[config.mk]
export PLATFORM = sky130hd
export DESIGN_NAME = ads7883_emu
export DESIGN_NICKNAME = d
export VERILOG_FILES = /design/src/rtl/ads7883_emu.sv
export SDC_FILE = /design/constraint.sdc
export NUM_CORES = 1
export LEC_CHECK = 0
export BUFFER_PORTS_ARGS = -buffer_cell sky130_fd_sc_hd__buf_2
export CORE_UTILIZATION = 50
export CTS_CLUSTER_DIAMETER = 120
export CTS_CLUSTER_SIZE = 16
export DETAILED_ROUTE_END_ITERATION = 7
export PLACE_DENSITY = 0.77
export SLEW_MARGIN = 15
export SYNTH_ARGS = -nofsm -noshare
export SYNTH_HDL_FRONTEND = slang
export SYNTH_SLANG_ARGS = --single-unit
[constraint.sdc]
create_clock -name clk -period 2.2 [get_ports clk]
set_input_delay 0.44 -clock clk [delete_from_list [all_inputs] [get_ports clk]]
set_output_delay 0.44 -clock clk [all_outputs]
set_load 0.1 [all_outputs]
[src/rtl/ads7883_emu.sv]
// ADS7883 serial responder: shifts {2'b00, D[11:0], 2'b00} on sclk falls; D from sample_data or internal ramp.
// Optional build macro ADS7883_EMU_SYNC_EN adds two-flop input synchronizers (+2 cycles latency).
module ads7883_emu #(
   parameter logic [11:0] RAMP_STEP = 12'd1,
   parameter logic [11:0] RAMP_INIT = 12'd0
) (
   input  logic        clk,
   input  logic        rst,
   input  logic        ads7883_sclk,
   input  logic        ads7883_ncs,
   input  logic [11:0] sample_data,
   input  logic        pat_mode,
   output logic        ads7883_sdo,
   output logic        sdo_oe,
   output logic        sample_req,
   output logic        frame_done,
   output logic        frame_abort,
   output logic [15:0] frame_cnt,
   output logic [7:0]  abort_cnt
);

   typedef enum logic [1:0] {IDLE, SHIFT, QUIET} state_t;

   logic sclk_in, ncs_in;

`ifdef ADS7883_EMU_SYNC_EN
   logic [1:0] sclk_sync, ncs_sync;
   always_ff @(posedge clk) begin
      if (rst) begin
         sclk_sync <= 2'b00;
         ncs_sync  <= 2'b00;
      end else begin
         sclk_sync <= {sclk_sync[0], ads7883_sclk};
         ncs_sync  <= {ncs_sync[0], ads7883_ncs};
      end
   end
   assign sclk_in = sclk_sync[1];
   assign ncs_in  = ncs_sync[1];
`else
   assign sclk_in = ads7883_sclk;
   assign ncs_in  = ads7883_ncs;
`endif

   // Sampled copy plus one-cycle-delayed copy; zero at reset so a held-low line never reads as a fall.
   logic sclk_cur, sclk_prev, ncs_cur, ncs_prev;
   always_ff @(posedge clk) begin
      if (rst) begin
         sclk_cur  <= 1'b0;
         sclk_prev <= 1'b0;
         ncs_cur   <= 1'b0;
         ncs_prev  <= 1'b0;
      end else begin
         sclk_cur  <= sclk_in;
         sclk_prev <= sclk_cur;
         ncs_cur   <= ncs_in;
         ncs_prev  <= ncs_cur;
      end
   end

   logic sclk_fall, ncs_fall, ncs_rise;
   assign sclk_fall = sclk_prev & ~sclk_cur;
   assign ncs_fall  = ncs_prev & ~ncs_cur;
   assign ncs_rise  = ~ncs_prev & ncs_cur;

   state_t      state_q, state_d;
   logic [3:0]  bit_idx_q, bit_idx_d, next_idx;
   logic [15:0] word_q, word_d;
   logic [11:0] ramp_q, ramp_d;
   logic        sdo_d, oe_d, req_d, done_d, abort_d;
   logic [15:0] fcnt_d;
   logic [7:0]  acnt_d;

   assign next_idx = bit_idx_q + 4'd1;

   always_comb begin
      state_d   = state_q;
      bit_idx_d = bit_idx_q;
      word_d    = word_q;
      ramp_d    = ramp_q;
      sdo_d     = ads7883_sdo;
      oe_d      = sdo_oe;
      req_d     = 1'b0;
      done_d    = 1'b0;
      abort_d   = 1'b0;
      fcnt_d    = frame_cnt;
      acnt_d    = abort_cnt;
      case (state_q)
         IDLE: begin
            if (ncs_fall) begin
               word_d    = {2'b00, (pat_mode ? ramp_q : sample_data), 2'b00};
               bit_idx_d = 4'd0;
               sdo_d     = word_d[15];
               oe_d      = 1'b1;
               req_d     = 1'b1;
               state_d   = SHIFT;
            end
         end
         SHIFT: begin
            // Completion outranks a coincident ncs rise; the rise then sends us straight to IDLE.
            if (sclk_fall && bit_idx_q == 4'd15) begin
               done_d  = 1'b1;
               fcnt_d  = frame_cnt + 16'd1;
               ramp_d  = ramp_q + RAMP_STEP;
               oe_d    = 1'b0;
               sdo_d   = 1'b0;
               state_d = ncs_rise ? IDLE : QUIET;
            end else if (ncs_rise) begin
               abort_d = 1'b1;
               acnt_d  = (abort_cnt == 8'hFF) ? abort_cnt : abort_cnt + 8'd1;
               oe_d    = 1'b0;
               sdo_d   = 1'b0;
               state_d = IDLE;
            end else if (sclk_fall) begin
               bit_idx_d = next_idx;
               sdo_d     = word_q[4'd15 - next_idx];
            end
         end
         QUIET: begin
            if (ncs_rise) state_d = IDLE;
         end
         default: state_d = IDLE;
      endcase
   end

   always_ff @(posedge clk) begin
      if (rst) state_q <= IDLE;
      else     state_q <= state_d;
   end

   always_ff @(posedge clk) begin
      if (rst) begin
         bit_idx_q   <= 4'd0;
         word_q      <= 16'd0;
         ramp_q      <= RAMP_INIT;
         ads7883_sdo <= 1'b0;
         sdo_oe      <= 1'b0;
         sample_req  <= 1'b0;
         frame_done  <= 1'b0;
         frame_abort <= 1'b0;
         frame_cnt   <= 16'd0;
         abort_cnt   <= 8'd0;
      end else begin
         bit_idx_q   <= bit_idx_d;
         word_q      <= word_d;
         ramp_q      <= ramp_d;
         ads7883_sdo <= sdo_d;
         sdo_oe      <= oe_d;
         sample_req  <= req_d;
         frame_done  <= done_d;
         frame_abort <= abort_d;
         frame_cnt   <= fcnt_d;
         abort_cnt   <= acnt_d;
      end
   end

endmodule
==> results.yml, run 1 <==
logic_synthesis:
  yosysWarningCount: 0
  synth_area_per_cell_um2: 9.20
  ys_seq_elements: 63
  synth_cells: 331
  synth-edff-count: 0
  synth_fp_nets: 352
  part_of_the_yosys_area_used_for_sequential_elements_pct: 41.4
  post_synth_instance_area_um2: 3050
  ys_dominant_reg_cell: "sky130_fd_sc_hd__dfxtp_1"
  post_synth_num_cell_types: 46
  asyncSetResetFlopFracSynth_pct: 0
setup_path:
  critPathRequiredTime_ns: 2.46
  endpoint_class_of_the_critical_path: "flop"
  timing.setup.critical_path_class: "reg -> reg"
  timing.critical_path.arrival_ns: 2.19
  critPathLaunchType: "flop"
  crit_path_max_fanout: 11
floorplan:
  design.die.area_um2: 6410
  io_pins: 46
  floorplan.die.height_um: 80.0
  floorplan.initialDensity_pct: 51.7
  rows: 28
  coreArea_um2: 5890
  die-width_um: 80.0
cells_and_area:
  area_occupied_by_multi_input_gates_um2: 1670
  fillerInstances: 518
  finalCoreUtilization_pct: 60.9
  area_growth_syn_to_layout_pct: 17.6
  drive_gt1_share_pct: 22.6
  finalNetCount: 397
  antenna_cells: 0
  layout.area.seq_um2: 1270
place:
  gp_congestion: 0.870
  setup_slack_after_placement_ns: 0.296
  buffer_ports.inserted: 45
  detailedPlacementHpwl_mm: 4.78
power:
  power.share.combinational_pct: 5.4
  cellPowerDensity_nw_per_um2: 680
  peakVddDrop_mv: 0.403
  switching_power_mw: 0.531
  cellLeakagePower_nw: 1.37
  seq_power_share_pct: 48.0
  swShare_pct: 21.8
  internal_power_mw: 1.91
  power.share.clock_pct: 46.6
route:
  detail_route.drc_violations: 0
  count_of_nets_left_with_antenna_violations_after_detail_routing: 0
  routed-via-count: 2687
  drt-total-wl_mm: 6.78
  drtPass1Iterations: 4
  detail_route.iter0.violations: 163
  viasPerCell: 5.89
  wl_per_cell_um: 14.9
timing:
  final_hold_viol_count: 0
  finalCritPeriodShare_pct: 87.8
  setup-violations-final: 0
  holdWs_ns: 0.325
  drv_slew: 0
  tns_setup_ns: 0
  rsz0062_at_grt: "no"
  relSlewSlack_pct: 52.5
  worst_case_clock_skew_ns: 0.00974
  fmaxAchievable_mhz: 518
  period_minus_slack_ns: 1.93
  max_slew.worst_pin.slew_ns: 0.712
  final.setup.worst_slack_ns: 0.268
clocking:
  tritoncts: "yes"
  cts_resized: 0
  post_cts_setup_buffer_count: 0
  post_cts_hold_buffer_count: 0
  worstSkewPairLatency_ns: 0.34
  path_clk_slew_ns: 0.07
  ctsHtreeMaxLevel: 3
  tritoncts_num_sinks: 63
  cts_root_buffer: "sky130_fd_sc_hd__clkbuf_8"
  cts_buffers: 9
  cts_max_path_buffers: 2
status:
  outcome: "finished clean"
hold_path:
  min_path_type: "in -> reg"
global_routing:
  grt_util_all_layers_pct: 23.4
  grt_first_pass_wirelength_mm: 11.5
  grt_antenna_before_repair: 0
  grt_start_max_net_pins: 38
  gr-total-overflow: 0
  grt_pass1_vias: 2485
flow_run:
  drv.max_cap_violation_count: 0
==> flip-flops by register name (all words and copies together), names as in the netlist <==
name         cells
abort_cnt        8
ads7883_sdo      1
bit_idx_q        4
frame_abort      1
frame_cnt       16
frame_done       1
ncs_cur          1
ncs_prev         1
ramp_q          12
sample_req       1
sclk_cur         1
sclk_prev        1
sdo_oe           1
state_q          2
word_q          12
==> logic make-up after synthesis <==
group | Yosys count | share of synthesized area [%]
muxes | 19 | 7.07
DFF | 63 | 41.4
buffers and inverters | 25 | 3.78
and+or+nand+nor | 127 | 25.3
adders and majority gates | 4 | 1.64
xor gates and xnor gates | 10 | 2.88
AOI/OAI and AO/OA | 83 | 17.9
==> worst paths after layout <==
kind	start	to	slack, ns	cells past startpoint
hold reg to reg	frame_cnt[15]	frame_cnt[15]	0.48	2
setup / recovery	bit_idx_q[2]	frame_cnt[8]	0.27	5
setup reg to reg	bit_idx_q[2]	frame_cnt[8]	0.27	5
hold / removal	ads7883_ncs	ncs_cur	0.32	2
==> worst max-delay path, stage by stage, from the launching register on <==
cell	delay [ns]
sky130_fd_sc_hd__dfxtp_1	0.46
sky130_fd_sc_hd__and4b_1	0.40
sky130_fd_sc_hd__buf_4	0.22
sky130_fd_sc_hd__nand4_4	0.18
sky130_fd_sc_hd__or4_1	0.44
sky130_fd_sc_hd__a21oi_1	0.15
==> through the flow <==
step	power (mW)	cell area, µm²	instances
2_1_floorplan	1.29	3050	331
3_3_place_gp	1.32	3360	440
3_5_place_dp	1.33	3360	440
4_1_cts	2.46	3580	456
5_1_grt	2.53	3580	456
6_report	2.44	3580	456
==> synthesized netlist by cell type (2+ instances only) <==
cell type | count | share of area, %
sky130_fd_sc_hd__ha_1 | 4 | 1.6
sky130_fd_sc_hd__a21oi_1 | 31 | 5.1
sky130_fd_sc_hd__or3_1 | 5 | 1.0
sky130_fd_sc_hd__o21ai_0 | 10 | 1.6
sky130_fd_sc_hd__xor2_1 | 7 | 2.0
sky130_fd_sc_hd__dfxtp_1 | 63 | 41
sky130_fd_sc_hd__or2_2 | 2 | 0.41
sky130_fd_sc_hd__or4_1 | 17 | 4.2
sky130_fd_sc_hd__nand2b_1 | 7 | 1.4
sky130_fd_sc_hd__nor3_1 | 3 | 0.49
sky130_fd_sc_hd__mux2i_1 | 17 | 5.6
sky130_fd_sc_hd__and2_1 | 3 | 0.62
sky130_fd_sc_hd__nor4_1 | 3 | 0.62
sky130_fd_sc_hd__buf_2 | 5 | 0.82
sky130_fd_sc_hd__a211oi_1 | 16 | 3.9
sky130_fd_sc_hd__and3_1 | 2 | 0.41
sky130_fd_sc_hd__nor2b_1 | 6 | 1.2
sky130_fd_sc_hd__nand2_1 | 13 | 1.6
sky130_fd_sc_hd__inv_1 | 5 | 0.62
sky130_fd_sc_hd__nand3_1 | 11 | 1.8
sky130_fd_sc_hd__xnor2_1 | 3 | 0.86
sky130_fd_sc_hd__mux4_2 | 2 | 1.5
sky130_fd_sc_hd__and4b_1 | 3 | 0.99
sky130_fd_sc_hd__and4_1 | 4 | 1.2
sky130_fd_sc_hd__buf_6 | 2 | 0.74
sky130_fd_sc_hd__nand4_4 | 2 | 1.4
sky130_fd_sc_hd__o31ai_1 | 17 | 4.2
sky130_fd_sc_hd__o31a_1 | 2 | 0.58
sky130_fd_sc_hd__clkbuf_1 | 12 | 1.5
sky130_fd_sc_hd__nand4_1 | 10 | 2.1
sky130_fd_sc_hd__nor2_1 | 29 | 3.6
==> cell usage in the layout, fill, tap and decap left out, types with 5 or more instances in the layout <==
| cell | count |
|---|---|
| sky130_fd_sc_hd__nor2b_1 | 6 |
| sky130_fd_sc_hd__nand2_1 | 13 |
| sky130_fd_sc_hd__mux2i_1 | 17 |
| sky130_fd_sc_hd__a211oi_1 | 16 |
| sky130_fd_sc_hd__or4_1 | 17 |
| sky130_fd_sc_hd__nand2b_1 | 7 |
| sky130_fd_sc_hd__a21oi_1 | 31 |
| sky130_fd_sc_hd__clkbuf_8 | 11 |
| sky130_fd_sc_hd__xor2_1 | 7 |
| sky130_fd_sc_hd__dfxtp_1 | 59 |
| sky130_fd_sc_hd__nor2_1 | 29 |
| sky130_fd_sc_hd__inv_1 | 5 |
| sky130_fd_sc_hd__nand3_1 | 11 |
| sky130_fd_sc_hd__or3_1 | 5 |
| sky130_fd_sc_hd__o31ai_1 | 17 |
| sky130_fd_sc_hd__nand4_1 | 10 |
| sky130_fd_sc_hd__buf_2 | 45 |
| sky130_fd_sc_hd__buf_4 | 8 |
| sky130_fd_sc_hd__o21ai_0 | 10 |
==> metal layers <==
metal	track usage (%)	vias up	part of all wire [%]
met3	4.80	14	4.2
met2	37.0	68	47
met4	12.1	0	2.2
met5	0	-	0
li1	-	1340	-
met1	30.0	1265	46
==> final cells by class <==
cell class / count / area share, %
Timing Repair Buffer: 54 / 8.52
Sequential cell: 63 / 35.3
Clock inverter: 3 / 1.82
Clock buffer: 13 / 4.44
Inverter: 5 / 0.524
Multi-Input combinational cell: 243 / 46.7
Tap cell: 75 / 2.62
==> power groups by stage <==
stage                     Combinational, mW  Clock (mW)  Sequential [mW]
after global routing                  0.144        1.21             1.17
after global placement                0.130           0             1.19
final                                 0.133        1.13             1.17
after floorplan                      0.0729           0             1.21
after detailed placement              0.132           0             1.19
after CTS                             0.132        1.15             1.17
Note: power is estimated with default switching activity, not from simulation.
==> inputs of run 2 (changes only) <==
clock period = 2.35 ns   (was 2.2 ns; I/O delays follow)
==> run 2 against run 1 <==
Compared with the run above:
- routed wire length decreased by 6.6%
- design area down 1.6%
- worst hold slack better by 0.020 ns
- sequential power decreased by 6%
- global-route usage fell by 2.5 points
- total power decreased by 12%
- first-iteration DRC count is 30% lower
- via count down 2.1%
- non-clock buffer count decreased by 2
- count of clock-buffer cells in the layout shrank 3
- register-to-register slack better by 0.13 ns
- clock skew shrank 0.0018 ns
==> results.yml, run 2 (synthesis gave the netlist of run 1 again) <==
place:
  dp.cells: 438
  gp_congestion: 0.859
  detailedPlacementHpwl_mm: 4.49
  setup_slack_after_placement_ns: 0.435
  buffer_ports.inserted: 45
clocking:
  ctsHtreeMaxLevel: 3
  cts_resized: 0
  tritoncts: "yes"
  post_cts_setup_buffer_count: 0
  cts_max_path_buffers: 2
  post_cts_hold_buffer_count: 0
  cts_buffers: 9
  worstSkewPairLatency_ns: 0.34
  cts_root_buffer: "sky130_fd_sc_hd__clkbuf_8"
  path_clk_slew_ns: 0.07
  tritoncts_num_sinks: 63
route:
  detail_route.drc_violations: 0
  routed-via-count: 2630
  viasPerCell: 5.79
  drt-total-wl_mm: 6.33
  wl_per_cell_um: 13.9
  detail_route.iter0.violations: 114
  drtPass1Iterations: 4
  count_of_nets_left_with_antenna_violations_after_detail_routing: 0
global_routing:
  grt_pass1_vias: 2281
  grt_util_all_layers_pct: 20.9
  grt_antenna_before_repair: 0
  grt_first_pass_wirelength_mm: 10.3
  gr-total-overflow: 0
  grt_start_max_net_pins: 25
cells_and_area:
  area_occupied_by_multi_input_gates_um2: 1670
  finalNetCount: 395
  top_register: "frame_cnt"
  layout_commonest_cell: "sky130_fd_sc_hd__dfxtp_1"
  largest_register_ff_count: 16
  fillerInstances: 506
  area_growth_syn_to_layout_pct: 15.7
  drive_gt1_share_pct: 21.6
  antenna_cells: 0
  layout.area.seq_um2: 1260
  layout_common_cells: "sky130_fd_sc_hd__dfxtp_1, sky130_fd_sc_hd__buf_2, sky130_fd_sc_hd__a21oi_1"
  instances_no_fill: 454
  largestRegisters: "frame_cnt: 16 flops, ramp_q: 12 flops, word_q: 12 flops"
power:
  cellLeakagePower_nw: 1.33
  peakVddDrop_mv: 0.368
  cellPowerDensity_nw_per_um2: 608
timing:
  max_slew.worst_pin.slew_ns: 0.495
  final_hold_viol_count: 0
  fmaxAchievable_mhz: 513
  finalCritPeriodShare_pct: 82.9
  period_minus_slack_ns: 1.95
  worst_case_clock_skew_ns: 0.00797
  rsz0062_at_grt: "no"
  tns_setup_ns: 0
  setup-violations-final: 0
  relSlewSlack_pct: 67.2
  drv_slew: 0
  final.setup.worst_slack_ns: 0.402
setup_path:
  crit_chain: "and2b_2, o211ai_4, or4b_2, a21oi_1"
  timing.reg2reg.worst_path_depth: 4
  endpoint_class_of_the_critical_path: "flop"
  critPathLaunchType: "flop"
  cpMaxStageDelayCell: "sky130_fd_sc_hd__or4b_2"
  critical_path.max_stage_delay_ns: 0.68
  timing.setup.critical_path_class: "reg -> reg"
  timing.critical_path.arrival_ns: 2.22
  regToRegEndpoint: "abort_cnt[5]"
  r2r_slack_ns: 0.40
  critPathLaunch: "state_q[0]"
  crit_path_max_fanout: 17
  rr_startpoint: "state_q[0]"
  crit_end: "abort_cnt[5]"
  critPathRequiredTime_ns: 2.63
floorplan:
  rows: 28
  floorplan.die.height_um: 80.0
  design.die.area_um2: 6410
  io_pins: 46
  floorplan.initialDensity_pct: 51.7
  coreArea_um2: 5890
  die-width_um: 80.0
status:
  outcome: "finished clean"
flow_run:
  drv.max_cap_violation_count: 0
hold_path:
  min_path_type: "in -> reg"
[run 2: cell count changes in the layout (fill, tap and decap cells not counted)]
cell / delta
sky130_fd_sc_hd__clkbuf_8: -1
sky130_fd_sc_hd__dfxtp_2: -4
sky130_fd_sc_hd__clkbuf_1: -2
sky130_fd_sc_hd__clkinv_2: +2
sky130_fd_sc_hd__bufinv_16: -1
sky130_fd_sc_hd__clkinvlp_4: +2
sky130_fd_sc_hd__buf_12: -1
sky130_fd_sc_hd__dfxtp_1: +4
sky130_fd_sc_hd__buf_4: -1
[run 2: metal layers]
metal  share of wire [%]  GRT usage (%)
met5                   0              0
met4                 2.8           12.5
met3                 4.2           4.69
met2                  44           31.5
met1                  49           27.3
[run 2: worst min-delay path by stage]
stage / from / cells past startpoint / to
2_1_floorplan: ramp_q[11] / 2 / ramp_q[11]
3_5_place_dp: frame_cnt[15] / 2 / frame_cnt[15]
5_1_grt: ads7883_sclk / 2 / sclk_cur
6_report: ads7883_sclk / 2 / sclk_cur
4_1_cts: ads7883_sclk / 2 / sclk_cur
3_3_place_gp: frame_cnt[15] / 2 / frame_cnt[15]
[run 2: layout make-up]
cell class | count | area share, %
clock inverter | 6 | 1.70
timing repair buffer | 52 | 7.88
clock buffer | 10 | 3.91
multi-input combinational | 243 | 47.5
tap | 75 | 2.66
inverter | 5 | 0.533
sequential | 63 | 35.8
[run 2: power by group]
group	internal (mW)	switching, mW	total (mW)	leakage (nW)
sequential	1.08	0.0123	1.10	0.510
clock	0.512	0.414	0.927	0.0981
combinational	0.0428	0.0747	0.118	0.726
total	1.64	0.501	2.14	1.33
[run 2: critical path: cells and delay by family (launching register included)]
| kind | cells | cell delay [ns] |
|---|---|---|
| AND/OR/NAND/NOR | 2 | 1.00 |
| flip-flops | 1 | 0.53 |
| AO/OA/AOI/OAI | 2 | 0.35 |
[run 2: metrics by stage]
stage               power, mW  utilization, %  cell area [µm²]  hold slack, ns
CTS                      2.16            59.9             3520           0.337
finish                   2.14            59.9             3520           0.344
global route             2.21            59.9             3520           0.360
floorplan                1.20               -             3050           0.452
global placement         1.24            56.5             3330           0.461
detailed placement       1.24            56.5             3330           0.477
